## src/rtl/mem_arbiter_pkg.sv

```systemverilog
// Shared encodings for the IF/MEM unified-RAM arbiter.
// State codes, owner codes, counter width and the grant helper.
package mem_arbiter_pkg;

    localparam int CW = 4;

    localparam logic [1:0] ST_IDLE   = 2'd0;
    localparam logic [1:0] ST_ACCESS = 2'd1;
    localparam logic [1:0] ST_WAIT   = 2'd2;
    localparam logic [1:0] ST_RESP   = 2'd3;

    localparam logic OWN_IF  = 1'b0;
    localparam logic OWN_MEM = 1'b1;

    // MEM wins unless IF is also waiting and has been starved too long.
    function automatic logic pick_owner(
        input logic if_req,
        input logic mem_req,
        input logic starved
    );
        if (mem_req && !(if_req && starved))
            return OWN_MEM;
        return OWN_IF;
    endfunction

endpackage

```

## src/rtl/mem_arbiter_lat_counter.sv

```systemverilog
// 4-bit counter: loadable down-counter (done at 1) or saturating
// up-counter (done at MAX), chosen by SAT_UP. Ports: clk, rst, clr,
// load/load_val, step, count, done.
module mem_arbiter_lat_counter
    import mem_arbiter_pkg::*;
#(
    parameter bit            SAT_UP = 1'b0,
    parameter logic [CW-1:0] MAX    = '1
) (
    input  logic          clk,
    input  logic          rst,
    input  logic          clr,
    input  logic          load,
    input  logic [CW-1:0] load_val,
    input  logic          step,
    output logic [CW-1:0] count,
    output logic          done
);

    always_ff @(posedge clk or posedge rst) begin
        if (rst)
            count <= '0;
        else if (clr)
            count <= '0;
        else if (load)
            count <= load_val;
        else if (step) begin
            if (SAT_UP) begin
                if (count != MAX)
                    count <= count + 1'b1;
            end else if (count != '0) begin
                count <= count - 1'b1;
            end
        end
    end

    assign done = SAT_UP ? (count == MAX) : (count == CW'(1));

endmodule

```

## src/rtl/mem_arbiter.sv

```systemverilog
// Single-port RAM arbiter between IF (fetch) and MEM (load/store).
// Ports: clk/rst, if_* and mem_* request/ack sides, ram_* RAM side,
// stall_if/stall_mem. `MEM_ARB_STATS_EN adds if_grants/mem_grants.
module mem_arbiter
    import mem_arbiter_pkg::*;
#(
    parameter int AW         = 32,
    parameter int DW         = 32,
    parameter int LATENCY    = 2,
    parameter int STARVE_MAX = 3
) (
    input  logic          clk,
    input  logic          rst,
    input  logic          if_req,
    input  logic [AW-1:0] if_addr,
    output logic [DW-1:0] if_rdata,
    output logic          if_ack,
    input  logic          mem_req,
    input  logic          mem_we,
    input  logic [AW-1:0] mem_addr,
    input  logic [DW-1:0] mem_wdata,
    output logic [DW-1:0] mem_rdata,
    output logic          mem_ack,
    output logic          ram_en,
    output logic          ram_we,
    output logic [AW-1:0] ram_addr,
    output logic [DW-1:0] ram_wdata,
    input  logic [DW-1:0] ram_rdata,
`ifdef MEM_ARB_STATS_EN
    output logic [31:0]   if_grants,
    output logic [31:0]   mem_grants,
`endif
    output logic          stall_if,
    output logic          stall_mem
);

    logic [1:0]    state;
    logic          owner;
    logic          grant;
    logic          win;
    logic          lat_done;
    logic          starved;
    logic [CW-1:0] lat_cnt;
    logic [CW-1:0] starve_cnt;

    always_comb begin
        grant = (state == ST_IDLE) && (if_req || mem_req);
        win   = pick_owner(if_req, mem_req, starved);
    end

    // ram_we is still valid in ACCESS, so it tells load from store.
    mem_arbiter_lat_counter #(
        .SAT_UP (1'b0)
    ) u_lat (
        .clk      (clk),
        .rst      (rst),
        .clr      (1'b0),
        .load     ((state == ST_ACCESS) && !ram_we),
        .load_val (CW'(LATENCY)),
        .step     (state == ST_WAIT),
        .count    (lat_cnt),
        .done     (lat_done)
    );

    mem_arbiter_lat_counter #(
        .SAT_UP (1'b1),
        .MAX    (CW'(STARVE_MAX))
    ) u_starve (
        .clk      (clk),
        .rst      (rst),
        .clr      (grant && (win == OWN_IF)),
        .load     (1'b0),
        .load_val ('0),
        .step     (grant && (win == OWN_MEM) && if_req),
        .count    (starve_cnt),
        .done     (starved)
    );

    always_ff @(posedge clk or posedge rst) begin
        if (rst) begin
            state     <= ST_IDLE;
            owner     <= OWN_IF;
            ram_en    <= 1'b0;
            ram_we    <= 1'b0;
            ram_addr  <= '0;
            ram_wdata <= '0;
            if_ack    <= 1'b0;
            mem_ack   <= 1'b0;
            if_rdata  <= '0;
            mem_rdata <= '0;
        end else begin
            unique case (state)
                ST_IDLE: begin
                    if (grant) begin
                        state  <= ST_ACCESS;
                        owner  <= win;
                        ram_en <= 1'b1;
                        if (win == OWN_MEM) begin
                            ram_we    <= mem_we;
                            ram_addr  <= mem_addr;
                            ram_wdata <= mem_wdata;
                        end else begin
                            ram_we   <= 1'b0;
                            ram_addr <= if_addr;
                        end
                    end
                end
                ST_ACCESS: begin
                    ram_en <= 1'b0;
                    ram_we <= 1'b0;
                    if (ram_we) begin
                        state   <= ST_RESP;
                        mem_ack <= 1'b1;
                    end else begin
                        state <= ST_WAIT;
                    end
                end
                ST_WAIT: begin
                    if (lat_done) begin
                        state <= ST_RESP;
                        if (owner == OWN_IF) begin
                            if_rdata <= ram_rdata;
                            if_ack   <= 1'b1;
                        end else begin
                            mem_rdata <= ram_rdata;
                            mem_ack   <= 1'b1;
                        end
                    end
                end
                ST_RESP: begin
                    state   <= ST_IDLE;
                    if_ack  <= 1'b0;
                    mem_ack <= 1'b0;
                end
                default: state <= ST_IDLE;
            endcase
        end
    end

`ifdef MEM_ARB_STATS_EN
    always_ff @(posedge clk or posedge rst) begin
        if (rst) begin
            if_grants  <= '0;
            mem_grants <= '0;
        end else if (state == ST_RESP) begin
            if (owner == OWN_IF) begin
                if (if_grants != '1)
                    if_grants <= if_grants + 1'b1;
            end else if (mem_grants != '1) begin
                mem_grants <= mem_grants + 1'b1;
            end
        end
    end
`endif

    assign stall_if  = if_req & ~if_ack;
    assign stall_mem = mem_req & ~mem_ack;

endmodule

```

## config.mk

```make
export PLATFORM = sky130hd
export DESIGN_NAME = mem_arbiter
export DESIGN_NICKNAME = d
export VERILOG_FILES = /design/src/rtl/mem_arbiter_pkg.sv /design/src/rtl/mem_arbiter_lat_counter.sv /design/src/rtl/mem_arbiter.sv
export SDC_FILE = /design/constraint.sdc
export NUM_CORES = 1
export LEC_CHECK = 0
export CAP_MARGIN = 20
export CORE_ASPECT_RATIO = 0.6
export CORE_MARGIN = 2
export CORE_UTILIZATION = 57
export CTS_CLUSTER_DIAMETER = 60
export CTS_CLUSTER_SIZE = 28
export DETAILED_ROUTE_END_ITERATION = 6
export DONT_BUFFER_PORTS = 1
export PLACE_DENSITY_LB_ADDON = 0.15
export SETUP_SLACK_MARGIN = 0.05
export SLEW_MARGIN = 0
export SYNTH_ARGS = -nofsm -noshare
export SYNTH_HDL_FRONTEND = slang
export SYNTH_SLANG_ARGS = --single-unit
```

## constraint.sdc

```tcl
create_clock -name clk -period 4.8 [get_ports clk]
set_clock_uncertainty 0.2 [all_clocks]
set_input_delay 0.72 -clock clk [delete_from_list [all_inputs] [get_ports clk]]
set_output_delay 0.72 -clock clk [all_outputs]
set_load 0.02 [all_outputs]
```

==> results by group <==
Outcome
  – Status: complete, no violations

Synth
  – Fraction of registers with async set/reset: 1.00
  – Mapped Area: 5990 um2
  – Synth Register Bits: 143
  – Net count after synthesis: 545
  – Primary FF master, synth: dfrtp_1
  – Cell variety after synth: 42
  – EDFF count, synth: 0
  – Cells after Synth: 404
  – Part of the Yosys area used for sequential elements: 0.597
  – Syn Area/Cell: 14.8 um2
  – Yosys warns: 0

Timing
  – Final Hold Viols: 0
  – Fmax achieved: 353 MHz
  – Unrepaired setup endpoints after global routing: no
  – Final setup violation count: 0
  – Final worst path period need: 2.83 ns
  – Final slew viol count: 0
  – Tcrit/Tclk final: 0.589
  – Least-Margin Pin Slew: 0.732 ns
  – Slew headroom: 0.512
  – Final setup TNS: 0 ns

Clocking
  – CTS tree: yes
  – Clock Path Buffers: 2
  – CTS H-tree lvls: 4
  – Post-CTS Setup Bufs: 0
  – Worst-path clk slew: 0.06 ns
  – Clk_lat worst skew: 0.40 ns
  – CTS Sinks: 143
  – Hold buffers post-CTS: 0
  – Number of buffers created by CTS: 17
  – Post-cts resize count: 0
  – CTS root buf: clkbuf_16

Global route
  – Initial antenna violation count: 1
  – Total congestion overflow: 0
  – Largest net degree at the start of global routing: 144
  – Total global-route track usage: 0.243
  – First-pass GRT wire length: 20800 um
  – Number of global-route vias before repair: 3483

Die
  – Core area: 10100 um2
  – Die Y-Extent: 83.4 um
  – Initial Util: 0.596
  – Total I/O pin count: 267
  – Die area: 11400 um2
  – Std cell rows: 28
  – Die Span X: 136 um

Drt
  – DRT iter0 DRCs: 164
  – Total iterations of the first detailed-routing run: 4
  – Vias: 3355
  – Wl on met1: 5200 um
  – DR WL met3: 1500 um
  – Met2 WL: 6740 um
  – Drt drc: 0
  – Drt wl/cell: 24.6 um
  – Drt total wl: 13600 um
  – Final ANT Viol Nets: 0
  – Vias per cell: 6.06
  – Topmost layer with routed signal wires: met4

Critical path
  – Crit path max-delay family: buffers and inverters
  – CP cell instances: inv_1 -> ha_1 -> o211a_2 -> buf_4 -> mux2_2
  – Flop2flop setup slack: 1.97 ns
  – Max incr delay on CP: 0.61 ns
  – R2R Path End: ram_wdata[0]$_DFFE_PP0P_
  – Crit start category: flop
  – CP max FO: 47
  – Worst Path Arrival: 2.91 ns
  – Worst path bufs/invs: 2
  – CP Capture Type: flop
  – Worst setup path class: reg -> reg
  – Worst R2R Start: state[0]$_DFFE_PP0P_
  – Req. time, crit path: 4.88 ns
  – CP max-delay cell: o211a_2
  – Worst reg2reg path depth: 5

Job
  – Maxcap violations: 0

Placement
  – HPWL Detailed: 9660 um
  – Placed cells: 520
  – Final GP Congestion: 0.762
  – IO buf count: 0

Cells and area
  – Finished Layout Cells: 554
  – Layout cells sized above 1: 0.337
  – Most common cell after layout, fill and taps aside: dfrtp_1
  – Layout area overhead: 12.5%
  – Finished Core Util: 0.671
  – Final #Nets: 547
  – Diode count: 0
  – Commonest cells after routing, fill and taps aside: 143 x dfrtp_1, 66 x mux2_2, 33 x and2_1

Power and ir drop
  – P_leak: 3.03 nW
  – Power per cell area: 831 nW/um2
  – Max VDD drop: 0.000400 V

Min path
  – Hold WC Path Type: in -> async
[layout make-up]
| class | count | area [um2] |
|---|---|---|
| inverters | 11 | 45.0 |
| flip-flops and latches | 143 | 3580 |
| well taps | 135 | 169 |
| clock buffers | 18 | 429 |
| clock inverters | 14 | 231 |
| repair buffers | 6 | 77.6 |
| fillers | 708 | 3310 |
| multi-input cells | 227 | 2210 |
[how the worst max path moves through the flow]
stage | from | endpoint | cells after the start
2_1_floorplan | rst | if_ack$_DFFE_PP0P_ | 1
3_3_place_gp | state[0]$_DFFE_PP0P_ | ram_wdata[25]$_DFFE_PP0P_ | 5
3_5_place_dp | state[0]$_DFFE_PP0P_ | ram_wdata[0]$_DFFE_PP0P_ | 5
4_1_cts | state[0]$_DFFE_PP0P_ | ram_wdata[0]$_DFFE_PP0P_ | 5
5_1_grt | state[0]$_DFFE_PP0P_ | ram_wdata[0]$_DFFE_PP0P_ | 5
6_report | state[0]$_DFFE_PP0P_ | ram_wdata[0]$_DFFE_PP0P_ | 5
[per-stage QoR]
step / area [um2] / setup WS (ns) / power (W) / hold slack (ns)
final: 6750 / 1.97 / 0.00561 / 0.211
after CTS: 6710 / 1.99 / 0.00565 / 0.224
after global placement: 6050 / 2.10 / 0.00409 / 0.313
after global routing: 6750 / 1.83 / 0.00588 / 0.225
after detailed placement: 6050 / 1.99 / 0.00417 / 0.337
after floorplan: 6000 / 2.09 / 0.00382 / 0.292
[Yosys cell counts, types with 2 or more instances]
| cell type | number | area share |
|---|---|---|
| a21o_1 | 2 | 0.0025 |
| inv_1 | 11 | 0.0069 |
| buf_6 | 3 | 0.0056 |
| a32o_1 | 2 | 0.0033 |
| and2_1 | 33 | 0.034 |
| mux2_2 | 66 | 0.12 |
| o211ai_1 | 2 | 0.0025 |
| buf_12 | 3 | 0.010 |
| buf_2 | 6 | 0.0050 |
| mux2_1 | 2 | 0.0038 |
| ha_1 | 8 | 0.017 |
| nor3b_1 | 2 | 0.0025 |
| a221o_1 | 32 | 0.053 |
| nand2b_1 | 2 | 0.0021 |
| or3_1 | 2 | 0.0021 |
| mux2_4 | 29 | 0.073 |
| nand3_1 | 2 | 0.0017 |
| nor2_1 | 4 | 0.0025 |
| mux2i_1 | 2 | 0.0033 |
| a21oi_1 | 7 | 0.0058 |
| nand2_1 | 5 | 0.0031 |
| o21ai_0 | 6 | 0.0050 |
| nor2b_1 | 3 | 0.0031 |
| clkbuf_1 | 10 | 0.0063 |
| dfrtp_1 | 143 | 0.60 |
[where the power goes]
part / switching (W) / total [W] / internal, W
Combinational: 0.000455 / 0.00117 / 0.000716
Clock: 0.000520 / 0.00146 / 0.000936
Sequential: 0.00118 / 0.00298 / 0.00180
[layer usage]
layer	vias up	global-route usage
met5	-	0
li1	1474	-
met2	155	0.392
met1	1707	0.295
met3	19	0.101
met4	0	0.0843
[cells by family after synthesis]
family          share of synthesized area
flops                               0.597
mux                                 0.204
buf+inv                            0.0351
simple gates                       0.0647
compound gates                     0.0829
fa+ha+maj                          0.0167
[registers in the layout, summed over array words and instances, names as in the netlist, 2 cells and up]
name,cells
u_lat.count,4
ram_wdata,32
u_starve.count,4
state,2
mem_rdata,32
ram_addr,32
if_rdata,32
(Power assumes the default switching activity.)
